### src/rtl/branch_resolve_unit.sv
// Branch resolve unit: in-order check of in-flight direction predictions against execute outcomes,
// producing flush/redirect and predictor training strobes. Define BR_STATS_EN for pop/mispredict counters.
module branch_resolve_unit #(
  parameter int DEPTH        = 4,
  parameter int XLEN         = 32,
  parameter int FLUSH_CYCLES = 2
) (
  input  logic            clk,
  input  logic            rst,
  input  logic            pred_valid,
  input  logic            pred_taken,
  input  logic [XLEN-1:0] pred_pc,
  input  logic [XLEN-1:0] pred_target,
  input  logic            res_valid,
  input  logic            res_taken,
  input  logic [XLEN-1:0] res_target,
  output logic            full,
  output logic            stall_fetch,
  output logic            flush,
  output logic [XLEN-1:0] redirect_pc,
  output logic            upd_valid,
  output logic            upd_taken,
  output logic            err_underflow
`ifdef BR_STATS_EN
  ,
  output logic [31:0]     br_count,
  output logic [31:0]     mispred_count
`endif
);

  localparam int PW = $clog2(DEPTH);
  localparam int CW = PW + 1;
  localparam int KW = $clog2(FLUSH_CYCLES + 1);

  typedef enum logic [0:0] {
    ST_RUN     = 1'b0,
    ST_RECOVER = 1'b1
  } state_e;

  state_e          state_q, state_d;
  logic [KW-1:0]   cnt_q, cnt_d;
  logic [PW-1:0]   wr_q, wr_d, rd_q, rd_d;
  logic [CW-1:0]   count_q, count_d;

  logic            mem_taken_q [DEPTH];
  logic [XLEN-1:0] mem_pc_q    [DEPTH];
  logic [XLEN-1:0] mem_tgt_q   [DEPTH];

  logic            empty_s, full_s, push_s, pop_s, wr_en_s, mispred_s, underflow_s;
  logic            head_taken_s;
  logic [XLEN-1:0] head_pc_s, head_tgt_s;

  logic            flush_q, upd_valid_q, upd_taken_q, err_q;
  logic [XLEN-1:0] redirect_q;

  function automatic logic is_mispredict(input logic pt, input logic [XLEN-1:0] ptgt,
                                         input logic rt, input logic [XLEN-1:0] rtgt);
    return (pt != rt) || (pt && rt && (ptgt != rtgt));
  endfunction

  // Fall-through PC wraps naturally at the XLEN boundary.
  function automatic logic [XLEN-1:0] correct_pc(input logic rt, input logic [XLEN-1:0] rtgt,
                                                 input logic [XLEN-1:0] pc);
    return rt ? rtgt : (pc + XLEN'(4));
  endfunction

  assign empty_s      = (count_q == {CW{1'b0}});
  assign full_s       = (count_q == CW'(DEPTH));
  assign head_taken_s = mem_taken_q[rd_q];
  assign head_pc_s    = mem_pc_q[rd_q];
  assign head_tgt_s   = mem_tgt_q[rd_q];

  assign full          = full_s;
  assign stall_fetch   = (state_q == ST_RECOVER);
  assign flush         = flush_q;
  assign redirect_pc   = redirect_q;
  assign upd_valid     = upd_valid_q;
  assign upd_taken     = upd_taken_q;
  assign err_underflow = err_q;

  // Next-state logic: FIFO bookkeeping, mispredict detection and recovery countdown.
  always_comb begin
    state_d     = state_q;
    cnt_d       = cnt_q;
    wr_d        = wr_q;
    rd_d        = rd_q;
    count_d     = count_q;
    push_s      = 1'b0;
    pop_s       = 1'b0;
    wr_en_s     = 1'b0;
    mispred_s   = 1'b0;
    underflow_s = 1'b0;
    case (state_q)
      ST_RUN: begin
        push_s      = pred_valid && !full_s;
        pop_s       = res_valid && !empty_s;
        underflow_s = res_valid && empty_s;
        if (pop_s) begin
          mispred_s = is_mispredict(head_taken_s, head_tgt_s, res_taken, res_target);
        end else begin
          mispred_s = 1'b0;
        end
        // A mispredict squashes every younger entry, including this cycle's wrong-path push.
        if (mispred_s) begin
          state_d = ST_RECOVER;
          cnt_d   = KW'(FLUSH_CYCLES);
          wr_d    = {PW{1'b0}};
          rd_d    = {PW{1'b0}};
          count_d = {CW{1'b0}};
        end else begin
          wr_en_s = push_s;
          if (push_s) wr_d = wr_q + PW'(1); else wr_d = wr_q;
          if (pop_s)  rd_d = rd_q + PW'(1); else rd_d = rd_q;
          case ({push_s, pop_s})
            2'b10:   count_d = count_q + CW'(1);
            2'b01:   count_d = count_q - CW'(1);
            default: count_d = count_q;
          endcase
        end
      end
      ST_RECOVER: begin
        if (cnt_q == KW'(1)) begin
          state_d = ST_RUN;
        end else begin
          cnt_d = cnt_q - KW'(1);
        end
      end
      default: begin
        state_d = ST_RUN;
      end
    endcase
  end

  // State, counter and FIFO pointer registers.
  always_ff @(posedge clk or negedge rst) begin
    if (!rst) begin
      state_q <= ST_RUN;
      cnt_q   <= {KW{1'b0}};
      wr_q    <= {PW{1'b0}};
      rd_q    <= {PW{1'b0}};
      count_q <= {CW{1'b0}};
    end else begin
      state_q <= state_d;
      cnt_q   <= cnt_d;
      wr_q    <= wr_d;
      rd_q    <= rd_d;
      count_q <= count_d;
    end
  end

  // FIFO storage.
  always_ff @(posedge clk or negedge rst) begin
    if (!rst) begin
      for (int i = 0; i < DEPTH; i++) begin
        mem_taken_q[i] <= 1'b0;
        mem_pc_q[i]    <= {XLEN{1'b0}};
        mem_tgt_q[i]   <= {XLEN{1'b0}};
      end
    end else if (wr_en_s) begin
      mem_taken_q[wr_q] <= pred_taken;
      mem_pc_q[wr_q]    <= pred_pc;
      mem_tgt_q[wr_q]   <= pred_target;
    end
  end

  // Registered flush/redirect, training strobes and sticky underflow flag.
  always_ff @(posedge clk or negedge rst) begin
    if (!rst) begin
      flush_q     <= 1'b0;
      upd_valid_q <= 1'b0;
      upd_taken_q <= 1'b0;
      err_q       <= 1'b0;
      redirect_q  <= {XLEN{1'b0}};
    end else begin
      flush_q     <= mispred_s;
      upd_valid_q <= pop_s;
      upd_taken_q <= pop_s && res_taken;
      if (mispred_s) begin
        redirect_q <= correct_pc(res_taken, res_target, head_pc_s);
      end
      if (underflow_s) begin
        err_q <= 1'b1;
      end
    end
  end

`ifdef BR_STATS_EN
  logic [31:0] br_count_q, mispred_count_q;

  // Statistics counters, wrapping at 2^32.
  always_ff @(posedge clk or negedge rst) begin
    if (!rst) begin
      br_count_q      <= 32'd0;
      mispred_count_q <= 32'd0;
    end else begin
      if (pop_s)     br_count_q      <= br_count_q + 32'd1;
      if (mispred_s) mispred_count_q <= mispred_count_q + 32'd1;
    end
  end

  assign br_count      = br_count_q;
  assign mispred_count = mispred_count_q;
`endif

endmodule

### config.mk
export PLATFORM = sky130hd
export DESIGN_NAME = branch_resolve_unit
export DESIGN_NICKNAME = d
export VERILOG_FILES = /design/src/rtl/branch_resolve_unit.sv
export SDC_FILE = /design/constraint.sdc
export NUM_CORES = 1
export LEC_CHECK = 0
export CELL_PAD_IN_SITES_DETAIL_PLACEMENT = 1
export CELL_PAD_IN_SITES_GLOBAL_PLACEMENT = 2
export CORE_MARGIN = 2
export CORE_UTILIZATION = 40
export CTS_BUF_LIST = sky130_fd_sc_hd__clkbuf_4
export DETAILED_ROUTE_END_ITERATION = 16
export HOLD_SLACK_MARGIN = 0.06
export PLACE_DENSITY = 0.89
export SYNTH_ARGS = -nofsm -noshare
export SYNTH_HDL_FRONTEND = slang
export SYNTH_SLANG_ARGS = --single-unit
### constraint.sdc
create_clock -name clk -period 5.4 [get_ports clk]
set_clock_uncertainty 0.05 [all_clocks]
set_input_delay 1.08 -clock clk [delete_from_list [all_inputs] [get_ports clk]]
set_output_delay 1.08 -clock clk [all_outputs]
set_load 0.1 [all_outputs]
# Word-level counts from Yosys, hierarchy flattened
# Index checks and enable logic that the tools add are counted.
# classes
n_lt_le_gt_ge,3
bitwise_logic,3
mux,36
eq_ne,8
add_sub_neg,6
n_reduce_logical,18
# op_table
op,n
128-bit bitwise mux,2
32-bit two-way mux,6
32-bit binary-select mux with 2-bit select,2
32-bit demux with 2-bit select,1
32-bit by 3-bit adder with 32-bit output (second input constant),1
32-bit != test,1
1-bit two-way mux,12
2-bit two-way mux,6
2-bit AND reduction,4
1-bit logical AND,7
3-bit >= comparator (second input constant),2
2-bit NOT with 3-bit output,2
3-bit one-hot mux with 2 select lines,1
2-bit by 1-bit adder with 2-bit output (second input constant),2
4-bit bitwise mux,1
2-bit by 1-bit equality test with 1-bit output (second input constant),2
2-bit != test (second input constant),2
2-bit one-hot mux with 2 select lines,1
2-bit nonzero test,2
3-bit by 1-bit adder with 3-bit output (second input constant),1
3-bit equality test (second input constant),1
3-bit logical NOT,1
3-bit by 1-bit < comparator with 1-bit output (second input constant),1
3-bit two-way mux,1
other kinds (11),12
# word_totals
inputBits,102
regBits,306
output_inout_bits,38

# Logic depth before layout (Yosys ltp)
# logic_depth
word_depth,11
ltp_mapped,14

# Worst setup path before layout
# OpenSTA, ideal clock, no wires.
# synth_path
path_kind,reg-to-reg
startpoint,reg rd_q[0]
endpoint,reg mem_pc_q[0] (netlist bit)
setup_slack_ns,1.474
stages_incl_launch_ff,15
n_path_buf,7
setup_ns,0.127
t_arrival_ns,3.748
cell_sequence,dfrtp_1 buf_2 buf_6 buf_6 buf_2 buf_2 mux4_2 ha_1 nor3b_1 o2111ai_1 o31ai_4 and3_1 buf_4 buf_6 mux2_1
# synth_via
elab_chain_len,11
word_cells_on_any_way,16
classes_between,2 x eq/ne; 10 x mux; 1 x bitwise; 3 x reduce/logical
# synth_rtl
item,line_no,source
from (decl),42,"logic [PW-1:0] wr_q, wr_d, rd_q, rd_d;"
from (signal assigned),140,rd_q <= {PW{1'b0}};
from (signal assigned),146,rd_q <= rd_d;
2-bit NOT with 3-bit output (not written as such) *,"69, 71",
32-bit binary-select mux with 2-bit select / 1-bit binary-select mux with 2-bit select (equally long branches),"71, 69",
32-bit two-way mux (not written as such) / 1-bit two-way mux (equally long branches) (2 in a row),"71, 69",
32-bit != test / 1-bit logical AND (equally long branches),58,return (pt != rt) || (pt && rt && (ptgt != rtgt));
1-bit logical AND,58,
1-bit logical OR *,58,
1-bit two-way mux *,98,if (pop_s) begin
1-bit two-way mux *,93,case (state_q)
1-bit two-way mux *,104,if (mispred_s) begin
1-bit two-way mux *,93,
"to (signal, indexed assignment)",156,mem_pc_q[i] <= {XLEN{1'b0}};
"to (signal, indexed assignment)",161,mem_pc_q[wr_q] <= pred_pc;
to (decl),46,logic [XLEN-1:0] mem_pc_q [DEPTH];
# Every way passes the cells marked *; elsewhere a longest branch is shown, timed or not. The select of a mux whose other input is x is not followed.
# A chain may end at the register's enable or synchronous reset.

# Worst setup path after layout
# layout_path
startpoint,reg rd_q[0]
endpoint,reg mem_tgt_q[34] (netlist bit)
# layout_via
elab_chain_len,11
word_cells_on_any_way,16
classes_between,2 x eq/ne; 10 x mux; 1 x bitwise; 3 x reduce/logical
# layout_rtl
item,line_no,source
2-bit NOT with 3-bit output (not written as such) *,"69, 71",
32-bit binary-select mux with 2-bit select / 1-bit binary-select mux with 2-bit select (equally long branches),"71, 69",
32-bit two-way mux (not written as such) / 1-bit two-way mux (equally long branches) (2 in a row),"71, 69",
32-bit != test / 1-bit logical AND (equally long branches),58,
1-bit logical AND,58,
1-bit logical OR *,58,
1-bit two-way mux *,98,
1-bit two-way mux *,93,
1-bit two-way mux *,104,
1-bit two-way mux *,93,
"to (signal, indexed assignment)",157,mem_tgt_q[i] <= {XLEN{1'b0}};
"to (signal, indexed assignment)",162,mem_tgt_q[wr_q] <= pred_target;
to (decl),47,logic [XLEN-1:0] mem_tgt_q [DEPTH];
# Marked as above.

==> flow_summary.json <==
{
  "yosysTopAreaCellShare_pct": 53.0,
  "clk_pin_slew_ps": 70,
  "pin_count": 140,
  "drv_slew": 0,
  "htreeDepth": 3,
  "hold_viol": 0,
  "grtUsageTotal_pct": 20.8,
  "cts-root-buf": "clkbuf_4",
  "cts_tree": "yes",
  "syn_area_per_cell_um2": 15.2,
  "crit_type": "reg2reg",
  "max-slew-margin-rel_pct": 32.0,
  "synth-seq-area-share_pct": 53.0,
  "viasPerCell": 5.40,
  "clockBufferDepth": 3,
  "core_area_um2": 35600,
  "overflow": 0,
  "syn-num-nets": 1059,
  "p_leak_nw": 7.25,
  "fin_setup_tns_ps": 0,
  "final-seq-area_um2": 7660,
  "via_count": 9000,
  "holdBufCountCts": 0,
  "antenna_found_initial": 3,
  "max_freq_ghz": 0.237,
  "multi_input_area_um2": 6370,
  "status": "completed",
  "hold_path_class": "reg2reg",
  "yosysWarnings": 0,
  "synth_area_leaders": "dfrtp_1 53%, mux2_1 16%, mux4_2 10%",
  "grt_first_pass_wirelength_mm": 60.5,
  "first_pass_iters": 4,
  "syn-instance-count": 949,
  "place_congestion": 0.755,
  "setup_viol": 0,
  "start_util_pct": 40.6,
  "nFillCells": 3618,
  "p_total_mw": 11.2,
  "min_period_over_period_pct": 78.1,
  "syn_to_final_growth_pct": 20.2,
  "dieWidth_um": 194,
  "critPathArrivalTime_ps": 4750,
  "clock_latency_ps": 710,
  "avgRoutedWirePerCell_um": 22.9,
  "drc_errors": 0,
  "endpoint": "mem_tgt_q[34]$_DFFE_PN0P_",
  "drive_gt1_share_pct": 28.3,
  "portBuffers": 139,
  "ys_seq_elements": 306,
  "wirelength_mm": 38.1,
  "ir_drop_uv": 449,
  "pwr_density_cell_nw_per_um2": 645,
  "clock_sinks": 306,
  "start_kind": "register",
  "grt_max_degree": 131,
  "hpwlAfterDp_mm": 26.3,
  "crit_start": "rd_q[0]$_DFFE_PN0P_",
  "r2r-end": "mem_tgt_q[34]$_DFFE_PN0P_",
  "synth-async-reset-ratio_pct": 100,
  "synth_edf_count": 0,
  "r2r_setup_slack_ps": 1180,
  "num-nets-final": 1250,
  "ys.flop_type": "dfrtp_1",
  "drtIter0Drc": 388,
  "synth_common_cells": "306 x dfrtp_1, 200 x mux2_1, 109 x mux2_2",
  "grt_pass1_vias": 10300,
  "syn-cell-area_um2": 14400,
  "grt_setup_unrepaired": "no",
  "worst_slew_pin_slew_ps": 1020,
  "rr_worst_depth": 9,
  "synth.distinct_cells": 40,
  "crit_fanout": 26,
  "layout_min_cycle_time_ps": 4220,
  "fp.dieH_um": 194,
  "die_area_um2": 37700,
  "end_kind": "register",
  "yosys.area.top_type": "dfrtp_1",
  "rows": 69,
  "postCtsSetupRepairBufs": 0,
  "cts_inserted_buffers": 83,
  "ant_nets": 0,
  "required_ps": 5940,
  "cts_resized": 0,
  "regToRegStartpoint": "rd_q[0]$_DFFE_PN0P_",
  "drv_cap": 0,
  "yosysMostFrequentCell": "dfrtp_1"
}
registers in the layout, indices dropped and copies added, names as in the netlist:
name,flops
cnt_q,2
count_q,3
err_underflow,1
flush,1
mem_pc_q,128
mem_taken_q,4
mem_tgt_q,128
rd_q,2
redirect_pc,32
stall_fetch,1
upd_taken,1
upd_valid,1
wr_q,2
power breakdown:
group / internal (mW) / switching [mW] / total (mW)
clock network: 1.11 / 0.981 / 2.09
registers: 3.44 / 0.662 / 4.11
logic: 2.28 / 2.73 / 5.01
total: 6.84 / 4.37 / 11.2
placed cells by master, fill, tap and decap left out, types with 8 or more instances in the layout:
cell type          n
nor2_1            13
nand2_1           31
mux4_2            64
clkbuf_4         126
dfrtp_1          304
buf_12             9
clkdlybuf4s50_1  137
xnor2_1           28
mux2_2           109
o21ai_0           20
nor4_1             8
mux2_1           200
nand4_1           14
clkinv_1          14
buf_4             12
xor2_1            38
nand3_1           11
logic make-up after synthesis:
kind of cell             synth area share (%)
buffers and inverters                    2.98
multiplexers                             34.3
AND/OR/NAND/NOR                          3.72
AO/OA/AOI/OAI                            1.28
flip-flops                               53.0
XOR/XNOR                                 4.00
adder cells (fa/ha/maj)                 0.745
worst min-delay path by stage:
stage	startpoint	to	slack [ps]	cells after the start
final	err_underflow$_DFFE_PN0P_	err_underflow$_DFFE_PN0P_	420	1
after global routing	mem_pc_q[60]$_DFFE_PN0P_	mem_pc_q[60]$_DFFE_PN0P_	450	1
after CTS	err_underflow$_DFFE_PN0P_	err_underflow$_DFFE_PN0P_	430	1
after detailed placement	err_underflow$_DFFE_PN0P_	err_underflow$_DFFE_PN0P_	420	1
after global placement	mem_pc_q[35]$_DFFE_PN0P_	mem_pc_q[35]$_DFFE_PN0P_	410	1
after floorplan	mem_pc_q[32]$_DFFE_PN0P_	mem_pc_q[32]$_DFFE_PN0P_	400	1
per-layer routing:
metal / wire, um / part of all wire (%) / track usage (%) / vias up
li1: - / - / - / 3937
met1: 16400 / 43 / 27.1 / 4779
met2: 18900 / 50 / 34.4 / 217
met3: 1620 / 4.2 / 4.00 / 67
met4: 1220 / 3.2 / 8.31 / 0
met5: 0 / 0 / 0 / -
critical path, stage by stage, from the launching register on:
cell and delay, ps:
dfrtp_4 680, buf_12 290, mux4_2 550, xor2_1 170
nor4_1 410, nand4_1 290, o31ai_4 450, and3_2 510
buf_4 340, mux2_1 360
cell type report:
cell class / count / area share (%)
flip-flops and latches: 306 / 44.1
multi-input cells: 584 / 36.7
repair buffers: 160 / 9.57
clock buffers: 126 / 5.45
well taps: 461 / 3.32
clock inverters: 22 / 0.706
inverters: 5 / 0.108
diodes: 4 / 0.0576
stage by stage:
step | cell area, um2 | cells | utilization [%] | hold WS, ps | worst slack [ps]
5_1_grt | 17400 | 1667 | 48.8 | 450 | 936
3_5_place_dp | 16300 | 1516 | 45.8 | 418 | 1030
3_3_place_gp | 16300 | 1516 | 45.8 | 411 | 1090
6_report | 17400 | 1668 | 48.8 | 423 | 1180
4_1_cts | 17400 | 1664 | 48.8 | 430 | 1150
2_1_floorplan | 14400 | 949 | - | 402 | 1470
(Power assumes the default switching activity.)
